## src/rtl/flappy_game_ctrl.sv

```systemverilog
// flappy_game_ctrl - game sequencing for the flappy-bird core.
//
// Runs the IDLE/PLAY/DYING/OVER state machine, per-frame bird physics, pipe
// scrolling, pseudo-random gap generation and a saturating 3-digit BCD score.
// Game state only changes on frame_tick_i (except a collision, which ends
// PLAY on the next cycle), so every output is stable within a frame.
//
// Ports
//   pix_clk_i     pixel clock, all logic on the rising edge
//   reset_i       asynchronous, active-high reset
//   frame_tick_i  1-cycle pulse per frame (start of vertical blank)
//   flap_i        1-cycle debounced button-press pulse
//   collide_i     bird/pipe overlap level from the graphic logic
//   state_o       0=IDLE 1=PLAY 2=DYING 3=OVER
//   bird_y_o      bird top edge y (px)
//   bird_vel_o    signed bird velocity (px/frame)
//   scroll_x_o    pipe scroll offset, 0..PIPE_PITCH-1
//   gap0_y_o      gap top y of the on-screen pipe
//   gap1_y_o      gap top y of the next pipe
//   score_bcd_o   3-digit BCD score, saturates at 999
module flappy_game_ctrl #(
   parameter int unsigned SCREEN_H     = 480,
   parameter int unsigned BIRD_H       = 24,
   parameter int unsigned BIRD_Y0      = 228,
   parameter int unsigned GRAVITY      = 1,
   parameter int          FLAP_VEL     = -8,
   parameter int unsigned VEL_MAX      = 10,
   parameter int unsigned SCROLL_STEP  = 2,
   parameter int unsigned PIPE_PITCH   = 320,
   parameter int unsigned GAP_MIN      = 64,
   parameter int unsigned DEATH_FRAMES = 60
) (
   input  logic        pix_clk_i,
   input  logic        reset_i,
   input  logic        frame_tick_i,
   input  logic        flap_i,
   input  logic        collide_i,
   output logic [1:0]  state_o,
   output logic [9:0]  bird_y_o,
   output logic [5:0]  bird_vel_o,
   output logic [9:0]  scroll_x_o,
   output logic [9:0]  gap0_y_o,
   output logic [9:0]  gap1_y_o,
   output logic [11:0] score_bcd_o
);

   typedef enum logic [1:0] {
      ST_IDLE  = 2'd0,
      ST_PLAY  = 2'd1,
      ST_DYING = 2'd2,
      ST_OVER  = 2'd3
   } state_e;

   localparam logic [9:0]  GROUND    = 10'(SCREEN_H - BIRD_H);
   localparam logic [9:0]  Y_RST     = 10'(BIRD_Y0);
   localparam logic [9:0]  GAP_RST   = 10'(GAP_MIN + 128);
   localparam logic [9:0]  GAP_BASE  = 10'(GAP_MIN);
   localparam logic [5:0]  FLAP_V    = 6'(FLAP_VEL);
   localparam logic [5:0]  VMAX      = 6'(VEL_MAX);
   localparam logic [5:0]  GRAV      = 6'(GRAVITY);
   localparam logic [10:0] STEP      = 11'(SCROLL_STEP);
   localparam logic [10:0] PITCH     = 11'(PIPE_PITCH);
   localparam logic [5:0]  DCNT_LAST = 6'(DEATH_FRAMES - 1);
   localparam logic [15:0] LFSR_SEED = 16'hACE1;

   state_e      state_q, state_d;
   logic [9:0]  bird_y_q, bird_y_d;
   logic [5:0]  bird_vel_q, bird_vel_d;
   logic [9:0]  scroll_x_q, scroll_x_d;
   logic [9:0]  gap0_y_q, gap0_y_d;
   logic [9:0]  gap1_y_q, gap1_y_d;
   logic [11:0] score_q, score_d;
   logic        flap_pend_q, flap_pend_d;
   logic [5:0]  death_cnt_q, death_cnt_d;
   logic [15:0] lfsr_q, lfsr_d;

   logic               flap_seen;
   logic signed [10:0] y_sum;
   logic signed [10:0] ground_s;
   logic [9:0]         y_clamp;
   logic               ground_hit;
   logic [5:0]         vel_inc;
   logic [5:0]         vel_fall;
   logic [10:0]        scroll_sum;
   logic               scroll_wrap;
   logic [11:0]        score_inc;

   // A flap arriving in the same cycle as a tick is seen by that tick.
   assign flap_seen = flap_pend_q | flap_i;

   // Physics in 11-bit signed so upward motion past the top stays negative.
   assign ground_s   = $signed({1'b0, GROUND});
   assign y_sum      = $signed({1'b0, bird_y_q}) + $signed({{5{bird_vel_q[5]}}, bird_vel_q});
   assign ground_hit = (y_sum >= ground_s);

   always_comb begin
      if (y_sum < 11'sd0) begin
         y_clamp = '0;
      end else if (y_sum > ground_s) begin
         y_clamp = GROUND;
      end else begin
         y_clamp = y_sum[9:0];
      end
   end

   assign vel_inc  = bird_vel_q + GRAV;
   assign vel_fall = ($signed(vel_inc) > $signed(VMAX)) ? VMAX : vel_inc;

   assign scroll_sum  = {1'b0, scroll_x_q} + STEP;
   assign scroll_wrap = (scroll_sum >= PITCH);

   // Per-digit BCD increment, holding at 999.
   always_comb begin
      score_inc = score_q;
      if (score_q != 12'h999) begin
         if (score_q[3:0] == 4'd9) begin
            score_inc[3:0] = 4'd0;
            if (score_q[7:4] == 4'd9) begin
               score_inc[7:4]  = 4'd0;
               score_inc[11:8] = score_q[11:8] + 4'd1;
            end else begin
               score_inc[7:4] = score_q[7:4] + 4'd1;
            end
         end else begin
            score_inc[3:0] = score_q[3:0] + 4'd1;
         end
      end
   end

   always_comb begin
      state_d     = state_q;
      bird_y_d    = bird_y_q;
      bird_vel_d  = bird_vel_q;
      scroll_x_d  = scroll_x_q;
      gap0_y_d    = gap0_y_q;
      gap1_y_d    = gap1_y_q;
      score_d     = score_q;
      flap_pend_d = flap_seen;
      death_cnt_d = death_cnt_q;
      // Fibonacci taps 16,14,13,11; free-running in every state.
      lfsr_d      = {lfsr_q[14:0], lfsr_q[15] ^ lfsr_q[13] ^ lfsr_q[12] ^ lfsr_q[10]};

      case (state_q)
         ST_IDLE: begin
            if (frame_tick_i) begin
               flap_pend_d = 1'b0;
               if (flap_seen) begin
                  state_d    = ST_PLAY;
                  bird_vel_d = FLAP_V;
               end
            end
         end

         ST_PLAY: begin
            // Collision wins over a same-cycle tick: no frame update at all.
            if (collide_i) begin
               state_d     = ST_DYING;
               flap_pend_d = 1'b0;
               death_cnt_d = '0;
            end else if (frame_tick_i) begin
               flap_pend_d = 1'b0;
               bird_y_d    = y_clamp;
               bird_vel_d  = flap_seen ? FLAP_V : vel_fall;
               if (scroll_wrap) begin
                  scroll_x_d = 10'(scroll_sum - PITCH);
                  gap0_y_d   = gap1_y_q;
                  gap1_y_d   = GAP_BASE + {2'b00, lfsr_q[7:0]};
                  score_d    = score_inc;
               end else begin
                  scroll_x_d = scroll_sum[9:0];
               end
               if (ground_hit) begin
                  state_d     = ST_DYING;
                  death_cnt_d = '0;
               end
            end
         end

         ST_DYING: begin
            flap_pend_d = 1'b0;
            if (frame_tick_i) begin
               bird_y_d    = y_clamp;
               bird_vel_d  = vel_fall;
               death_cnt_d = death_cnt_q + 6'd1;
               // Landing is judged on the post-tick position, the timeout on
               // the pre-tick count, so DYING lasts at most DEATH_FRAMES ticks.
               if ((y_clamp == GROUND) || (death_cnt_q == DCNT_LAST)) begin
                  state_d = ST_OVER;
               end
            end
         end

         ST_OVER: begin
            if (frame_tick_i) begin
               flap_pend_d = 1'b0;
               if (flap_seen) begin
                  state_d     = ST_IDLE;
                  bird_y_d    = Y_RST;
                  bird_vel_d  = '0;
                  scroll_x_d  = '0;
                  gap0_y_d    = GAP_RST;
                  gap1_y_d    = GAP_RST;
                  score_d     = '0;
                  death_cnt_d = '0;
               end
            end
         end

         default: state_d = ST_IDLE;
      endcase
   end

   always_ff @(posedge pix_clk_i or posedge reset_i) begin
      if (reset_i) begin
         state_q     <= ST_IDLE;
         bird_y_q    <= Y_RST;
         bird_vel_q  <= '0;
         scroll_x_q  <= '0;
         gap0_y_q    <= GAP_RST;
         gap1_y_q    <= GAP_RST;
         score_q     <= '0;
         flap_pend_q <= 1'b0;
         death_cnt_q <= '0;
         lfsr_q      <= LFSR_SEED;
      end else begin
         state_q     <= state_d;
         bird_y_q    <= bird_y_d;
         bird_vel_q  <= bird_vel_d;
         scroll_x_q  <= scroll_x_d;
         gap0_y_q    <= gap0_y_d;
         gap1_y_q    <= gap1_y_d;
         score_q     <= score_d;
         flap_pend_q <= flap_pend_d;
         death_cnt_q <= death_cnt_d;
         lfsr_q      <= lfsr_d;
      end
   end

   assign state_o     = state_q;
   assign bird_y_o    = bird_y_q;
   assign bird_vel_o  = bird_vel_q;
   assign scroll_x_o  = scroll_x_q;
   assign gap0_y_o    = gap0_y_q;
   assign gap1_y_o    = gap1_y_q;
   assign score_bcd_o = score_q;

endmodule

```

## config.mk

```make
export PLATFORM = sky130hd
export DESIGN_NAME = flappy_game_ctrl
export DESIGN_NICKNAME = d
export VERILOG_FILES = /design/src/rtl/flappy_game_ctrl.sv
export SDC_FILE = /design/constraint.sdc
export NUM_CORES = 1
export LEC_CHECK = 0
export ABC_AREA = 1
export CAP_MARGIN = 5
export CELL_PAD_IN_SITES_DETAIL_PLACEMENT = 0
export CELL_PAD_IN_SITES_GLOBAL_PLACEMENT = 2
export CORE_UTILIZATION = 35
export DETAILED_ROUTE_END_ITERATION = 6
export GPL_TIMING_DRIVEN = 0
export PLACE_DENSITY_LB_ADDON = 0.1
export SYNTH_ARGS = -nofsm -noshare
export SYNTH_HDL_FRONTEND = slang
export SYNTH_SLANG_ARGS = --single-unit
```

## constraint.sdc

```tcl
create_clock -name pix_clk_i -period 4.6 [get_ports pix_clk_i]
set_input_delay 1.15 -clock pix_clk_i [delete_from_list [all_inputs] [get_ports pix_clk_i]]
set_output_delay 1.15 -clock pix_clk_i [all_outputs]
set_load 0.1 [all_outputs]
```

==> results.md, run 1 <==
- Setup violators final: 0
- Routability cong.: 0.744
- Largest net degree at the start of global routing: 53
- Yosys cell types: 48
- R2R Path Start: bird_vel_o[0]
- Slew @ Worst Pin: 1010 ps
- Worst Path Buf+Inv: 1
- Critical Path AT: ~2100 ps
- Antenna diodes: 0
- WP data required: around 3500 ps
- DR WL/cell: ~14 um
- Number of synthesized flops with an enable pin: 0
- CTS Buffer Depth: 2
- Most common cell in the netlist: nand2_1
- DR top layer: met4
- Setup bufs post-CTS: 0
- Initial DRC count: 291
- Synth top area share: approximately a third
- Number of global-route vias before repair: 3759
- Worst reg2reg path depth: 17
- Hold_buf cts: 0
- R2R Setup Slk: 1910 ps
- Clock sinks: 80
- CP top delay family: buffers and inverters
- DRT met1 WL: around 5900 um
- Worst Hold Class: register to register
- Clk pin slew, worst setup/hold paths: roughly 60 ps
- Critical Path Source: bird_vel_o[5]
- End of the critical path: bird_vel_o[5]
- Met2 wire length: 4980 um
- DR WL met3: about 400 um
- Leading area contributor after synthesis: dfrtp_1
- Critical Path End Type: output pin
- Synth Flop Type: dfrtp_1
- Worst path depth: 1
- Synth cell count leaders: nand2_1 (149), inv_1 (76), dfrtp_1 (64)
- Resized cells post-CTS: 0
- Antenna violations before repair: 0
- First-pass GRT wire length: 19100 um
- Post-Layout Inst Area: 5870 um^2
- Cell Area, Placed: 5590 um^2
- FF-to-FF End: death_cnt_q[4]
- Share of cells above drive strength 1: 11.9%
- Num rows: 42
- Slew Limit Fails: 0
- Post-Synthesis Cells: just under 600
- Post-layout utilization of the core: between 40 and 50%
- Period utilization: 70.8%
- RSZ-0062 raised after global routing: no
- Max-Slew Margin vs Limit: around 32%
- Async set-or-reset flop fraction in the synthesized netlist: 100%
- Port bufs: 61
- Hold slack final: around 360 ps
- Worst path max stage delay: approximately 1200 ps
- Routed Antenna Nets: 0
- Sequential area share after synthesis: between 40% and 50%
- CP startpoint kind: register
- Clock period minus worst slack: around 3300 ps
- Area of the die: between 10000 and 15000 um^2
- Gr usage total: 17.3%
- Worst-skew pair later-pin latency: around 340 ps
- Warnings, synthesis: 0
- First-pass DRT Iterations: 4
- Core ar.: between 10000 and 15000 um^2
- Setup CP Type: register to output pin
- CP cell instances: clkdlybuf4s50_1
- Mapped Avg Cell Area: a little over 8 um^2
- Die Span Y: 118 um
- Residual DRC: 0
- Slowest-stage cell, CP: clkdlybuf4s50_1
- Synthesized area: between 4000 and 5000 um^2
- CTS buffer count: 9
- Synth area leaders: dfrtp_1 (34%), nand2_1 (12%), dfstp_2 (8.9%), ha_1 (7.4%), inv_1 (6.0%)
- Via density: roughly 4.7
- GRT Residual Overflow: 0
- Routed vias: a little under 4000
- Max Cap Viol: 0
- DP Wirelength: approximately 8400 um
- Die X: ~120 um
- Starting Density: a little over a third
- H-tree depth: 3
- Seq cells post-synth: 80
- CP Max Fanout: 9
- IO Count: 65
- CTS tree: done
- Fin. Hold Viols: 0
- Max Clk Rate: between 0.3 and 0.4 GHz
- Status: finished clean
- Setup Skew: 8.82 ps
- Root Buffer: clkbuf_16
- Layout area overhead: 24.4%
- # nets final: between 600 and 700
- DRT Wirelength: around 11000 um
-- metal layers --
| metal | GRT usage, % | vias up |
|---|---|---|
| li1 | - | 2020 |
| met2 | 26.2 | 57 |
| met3 | 4.01 | 5 |
| met5 | 0 | - |
| met1 | 24.6 | 1837 |
| met4 | 5.05 | 0 |
-- stage by stage --
stage / setup slack [ps] / setup TNS (ps) / cells
5_1_grt: 1270 / 0 / 833
4_1_cts: 1320 / 0 / 833
3_5_place_dp: 1380 / 0 / 817
2_1_floorplan: 1420 / 0 / 579
3_3_place_gp: -95.4 / -5650 / 816
6_report: 1340 / 0 / 833
-- worst min-delay path by stage --
stage,start,to,slack [ps],cells past startpoint
floorplan,lfsr_q[8],lfsr_q[9],330,0
finish,lfsr_q[8],lfsr_q[9],360,0
global route,lfsr_q[8],lfsr_q[9],370,0
CTS,lfsr_q[5],lfsr_q[6],370,0
detailed placement,lfsr_q[9],lfsr_q[10],340,0
global placement,lfsr_q[14],lfsr_q[15],340,0
-- state kept, by name (all words and copies together) (netlist names) --
signal,cells
state_o,2
bird_vel_o,6
death_cnt_q,6
flap_pend_q,1
gap1_y_o,9
lfsr_q,16
bird_y_o,10
gap0_y_o,9
score_bcd_o,12
scroll_x_o,9
-- placed cells by master, fill, tap and decap left out, types with 2 or more instances in the layout --
cell / count
nand3_2: 2
dfrtp_1: 64
a21boi_0: 2
or2_2: 6
ha_1: 28
conb_1: 3
o21ai_0: 34
o21ai_2: 7
a22oi_1: 3
nor2_2: 3
clkinv_2: 4
nor2_1: 50
o21ai_1: 3
dfstp_2: 16
inv_4: 2
clkdlybuf4s50_1: 61
o22ai_1: 3
inv_6: 2
clkbuf_16: 9
a21oi_2: 3
nand2_1: 149
nand3_4: 2
buf_4: 3
clkbuf_8: 2
nor3_1: 4
nand2_2: 4
o31ai_1: 4
nand2_4: 4
nand4_1: 15
inv_1: 75
nand3_1: 38
xor2_1: 17
xnor2_1: 8
a21oi_1: 7
-- cell families (layout without fill, tap and decap cells) --
kind of cell    count (synthesis)  after routing  share of synthesized area, %
buf+inv                        86            164                          7.31
other cells                     1              3                        0.0794
xor+xnor                       25             25                          4.64
compound gates                 73             73                          9.62
simple gates                  283            283                          27.7
fa+ha+maj                      29             29                          7.85
flops                          80             80                          42.8
-- final cells by class --
type / count / area (um^2)
plain buffers: 4 / 27.5
clock buffers: 12 / 256
clock inverters: 4 / 27.5
fillers: 1358 / 7320
inverters: 82 / 320
multi-input cells: 413 / 2360
flip-flops and latches: 80 / 2020
well taps: 176 / 220
repair buffers: 62 / 638
-- worst register-to-register path, cell delays in order (launching register included) --
cell and delay, ps:
dfrtp_1 470, ha_1 260, inv_1 70, fa_1 400
inv_1 90, nand3_1 90, nand2_1 120, nand2_1 80
nand3_1 70, nand2_1 70, nor2_1 150, nand3_1 90
nand2_1 120, nand2_2 110, nand2_4 140, nand3_4 120
nand2_1 100, nand2_1 50
Power of run 1 is left out: the tool's default activity adds up to more than one toggle a clock period on the data nets, which glitch-free logic cannot reach.
==> inputs of run 2 (changes only) <==
--- a/config.mk
+++ b/config.mk
@@ -9,7 +9,7 @@
 export CAP_MARGIN = 5
 export CELL_PAD_IN_SITES_DETAIL_PLACEMENT = 0
 export CELL_PAD_IN_SITES_GLOBAL_PLACEMENT = 2
-export CORE_UTILIZATION = 35
+export CORE_UTILIZATION = 33
 export DETAILED_ROUTE_END_ITERATION = 6
 export GPL_TIMING_DRIVEN = 0
 export PLACE_DENSITY_LB_ADDON = 0.1
==> constraint.sdc (replaced) <==
create_clock -name pix_clk_i -period 3.24 [get_ports pix_clk_i]
set_input_delay 0.81 -clock pix_clk_i [delete_from_list [all_inputs] [get_ports pix_clk_i]]
set_output_delay 0.81 -clock pix_clk_i [all_outputs]
set_load 0.1 [all_outputs]
==> run 2 against run 1 <==
  * Worst hold slack worse by 15 ps
  * Core utilization shrank 2.3 points
  * Design area increased by 0.19%
  * Sequential share of layout area is 0.066 points lower
  * Flip-flop and latch count unchanged
  * Die area increased by 6.0%
  * Global-route usage decreased by 0.50 points
  * Clock skew rose by 0.62 ps
  * First-iteration DRC count fell by 43%
  * Non-clock buffer count is the same
  * Critical path depth unchanged
  * Register-to-register slack got worse by 1400 ps
==> results.md, run 2 (synthesis results as in run 1) <==
- Status: finished clean
- Max Cap Viol: 0
- Gr usage total: ~17%
- Hold slack final: between 300 and 400 ps
- Via density: between 4 and 5
- CTS Buffer Depth: 2
- DP Wirelength: between 8000 and 9000 um
- Resized cells post-CTS: 0
- Layout area overhead: 24.6%
- CP cell instances: clkdlybuf4s50_1
- Worst-skew pair later-pin latency: around 340 ps
- Area of the die: around 15000 um^2
- Routed Antenna Nets: 0
- Worst Hold Class: register to register
- Worst hold path depth: 0
- Worst Path Buf+Inv: 1
- CP Max Fanout: 9
- Final Non-Filler Cells: ~840
- Die X: between 100 and 150 um
- Routed vias: a little under 4000
- Antenna violations before repair: 0
- Initial DRC count: 165
- Share of cells above drive strength 1: 12.0%
- H-tree depth: 3
- CP top delay family: buffers and inverters
- Worst reg2reg path depth: 17
- CTS tree: done
- Core ar.: between 10000 and 15000 um^2
- CTS buffer count: 9
- First-pass DRT Iterations: 4
- Port bufs: between 60 and 70
- Max reg flops: 16
- Worst path max stage delay: ~1200 ps
- Clock period minus worst slack: between 2000 and 3000 ps
- Num rows: 43
- Setup Skew: approximately 9.4 ps
- Hold_buf cts: 0
- CP startpoint kind: register
- GRT Residual Overflow: 0
- Post-placement cell count: ~820
- Setup violators final: 0
- WP data required: 2430 ps
- First-pass GRT wire length: a little under 20000 um
- Commonest non-fill, non-tap cell in the layout: nand2_1
- Post-layout utilization of the core: around 42%
- Number of global-route vias before repair: about 3800
- Residual DRC: 0
- Clk pin slew, worst setup/hold paths: 60 ps
- Fin. Hold Viols: 0
- Starting Density: between 30% and 40%
- Max-Slew Margin vs Limit: 31.8%
- Die Span Y: 122 um
- RSZ-0062 raised after global routing: no
- Antenna diodes: 0
- Clock sinks: 80
- Slowest-stage cell, CP: clkdlybuf4s50_1
- Setup WS pre-CTS: about 340 ps
- DRT Wirelength: 11300 um
- Critical Path AT: 2120 ps
- Largest register by flop count: lfsr_q
- Slew @ Worst Pin: ~1000 ps
- IO Count: 65
- Critical Path End Type: output pin
- Max Clk Rate: roughly 0.34 GHz
- Routability cong.: between 0.7 and 0.8
- Slew Limit Fails: 0
- Worst path depth: 1
- Most frequent cells in the layout: nand2_1 (149), inv_1 (75), dfrtp_1 (64)
- DR WL/cell: around 13 um
- Period utilization: 90.6%
- Largest net degree at the start of global routing: 69
- Setup bufs post-CTS: 0
- # nets final: about 700
- Setup CP Type: register to output pin
- Final WS setup: between 300 and 400 ps
- Root Buffer: clkbuf_16
[run 2: changes by cell type in the layout (fill, tap and decap cells not counted), sizes merged]
cell / delta
clkinvlp: +3
clkbuf: -2
clkinv: -2
inv: +1
[run 2: path summary, 6_finish.rpt]
| check | to | startpoint | slack (ps) |
|---|---|---|---|
| worst max register to register | death_cnt_q[1] | bird_vel_o[0] | 500 |
| worst min register to register | lfsr_q[10] | lfsr_q[9] | 350 |
| worst max-delay path | bird_vel_o[5] | bird_vel_o[5] | 310 |
| worst min-delay path | lfsr_q[10] | lfsr_q[9] | 350 |
| max in group asynchronous | lfsr_q[7] | reset_i | 1880 |
| min in group asynchronous | gap0_y_o[3] | reset_i | 730 |
[run 2: area by class of cell]
| class | instances | area (um^2) |
|---|---|---|
| timing repair buffer | 62 | 638 |
| multi-input combinational | 413 | 2360 |
| clock buffer | 10 | 239 |
| sequential | 80 | 2020 |
| clock inverter | 6 | 51.3 |
| fill | 1430 | 8050 |
| tap | 180 | 225 |
| buffer | 4 | 27.5 |
| inverter | 82 | 320 |
[run 2: through the flow]
| step | instance area [um^2] | setup TNS (ps) |
|---|---|---|
| finish | 5880 | 0 |
| global route | 5880 | 0 |
| CTS | 5880 | 0 |
| detailed placement | 5590 | 0 |
| global placement | 5560 | -71560 |
| floorplan | 4730 | 0 |
[run 2: metal layers]
metal / wire [um] / share of wire, % / vias up / global-route usage (%)
met5: 0 / 0 / - / 0
met4: 116 / 1.0 / 0 / 5.09
li1: - / - / 2015 / -
met1: 5800 / 51 / 1854 / 24.0
met2: 5080 / 45 / 53 / 25.6
met3: 303 / 2.7 / 7 / 3.28
Power of run 2 is left out for the same reason.
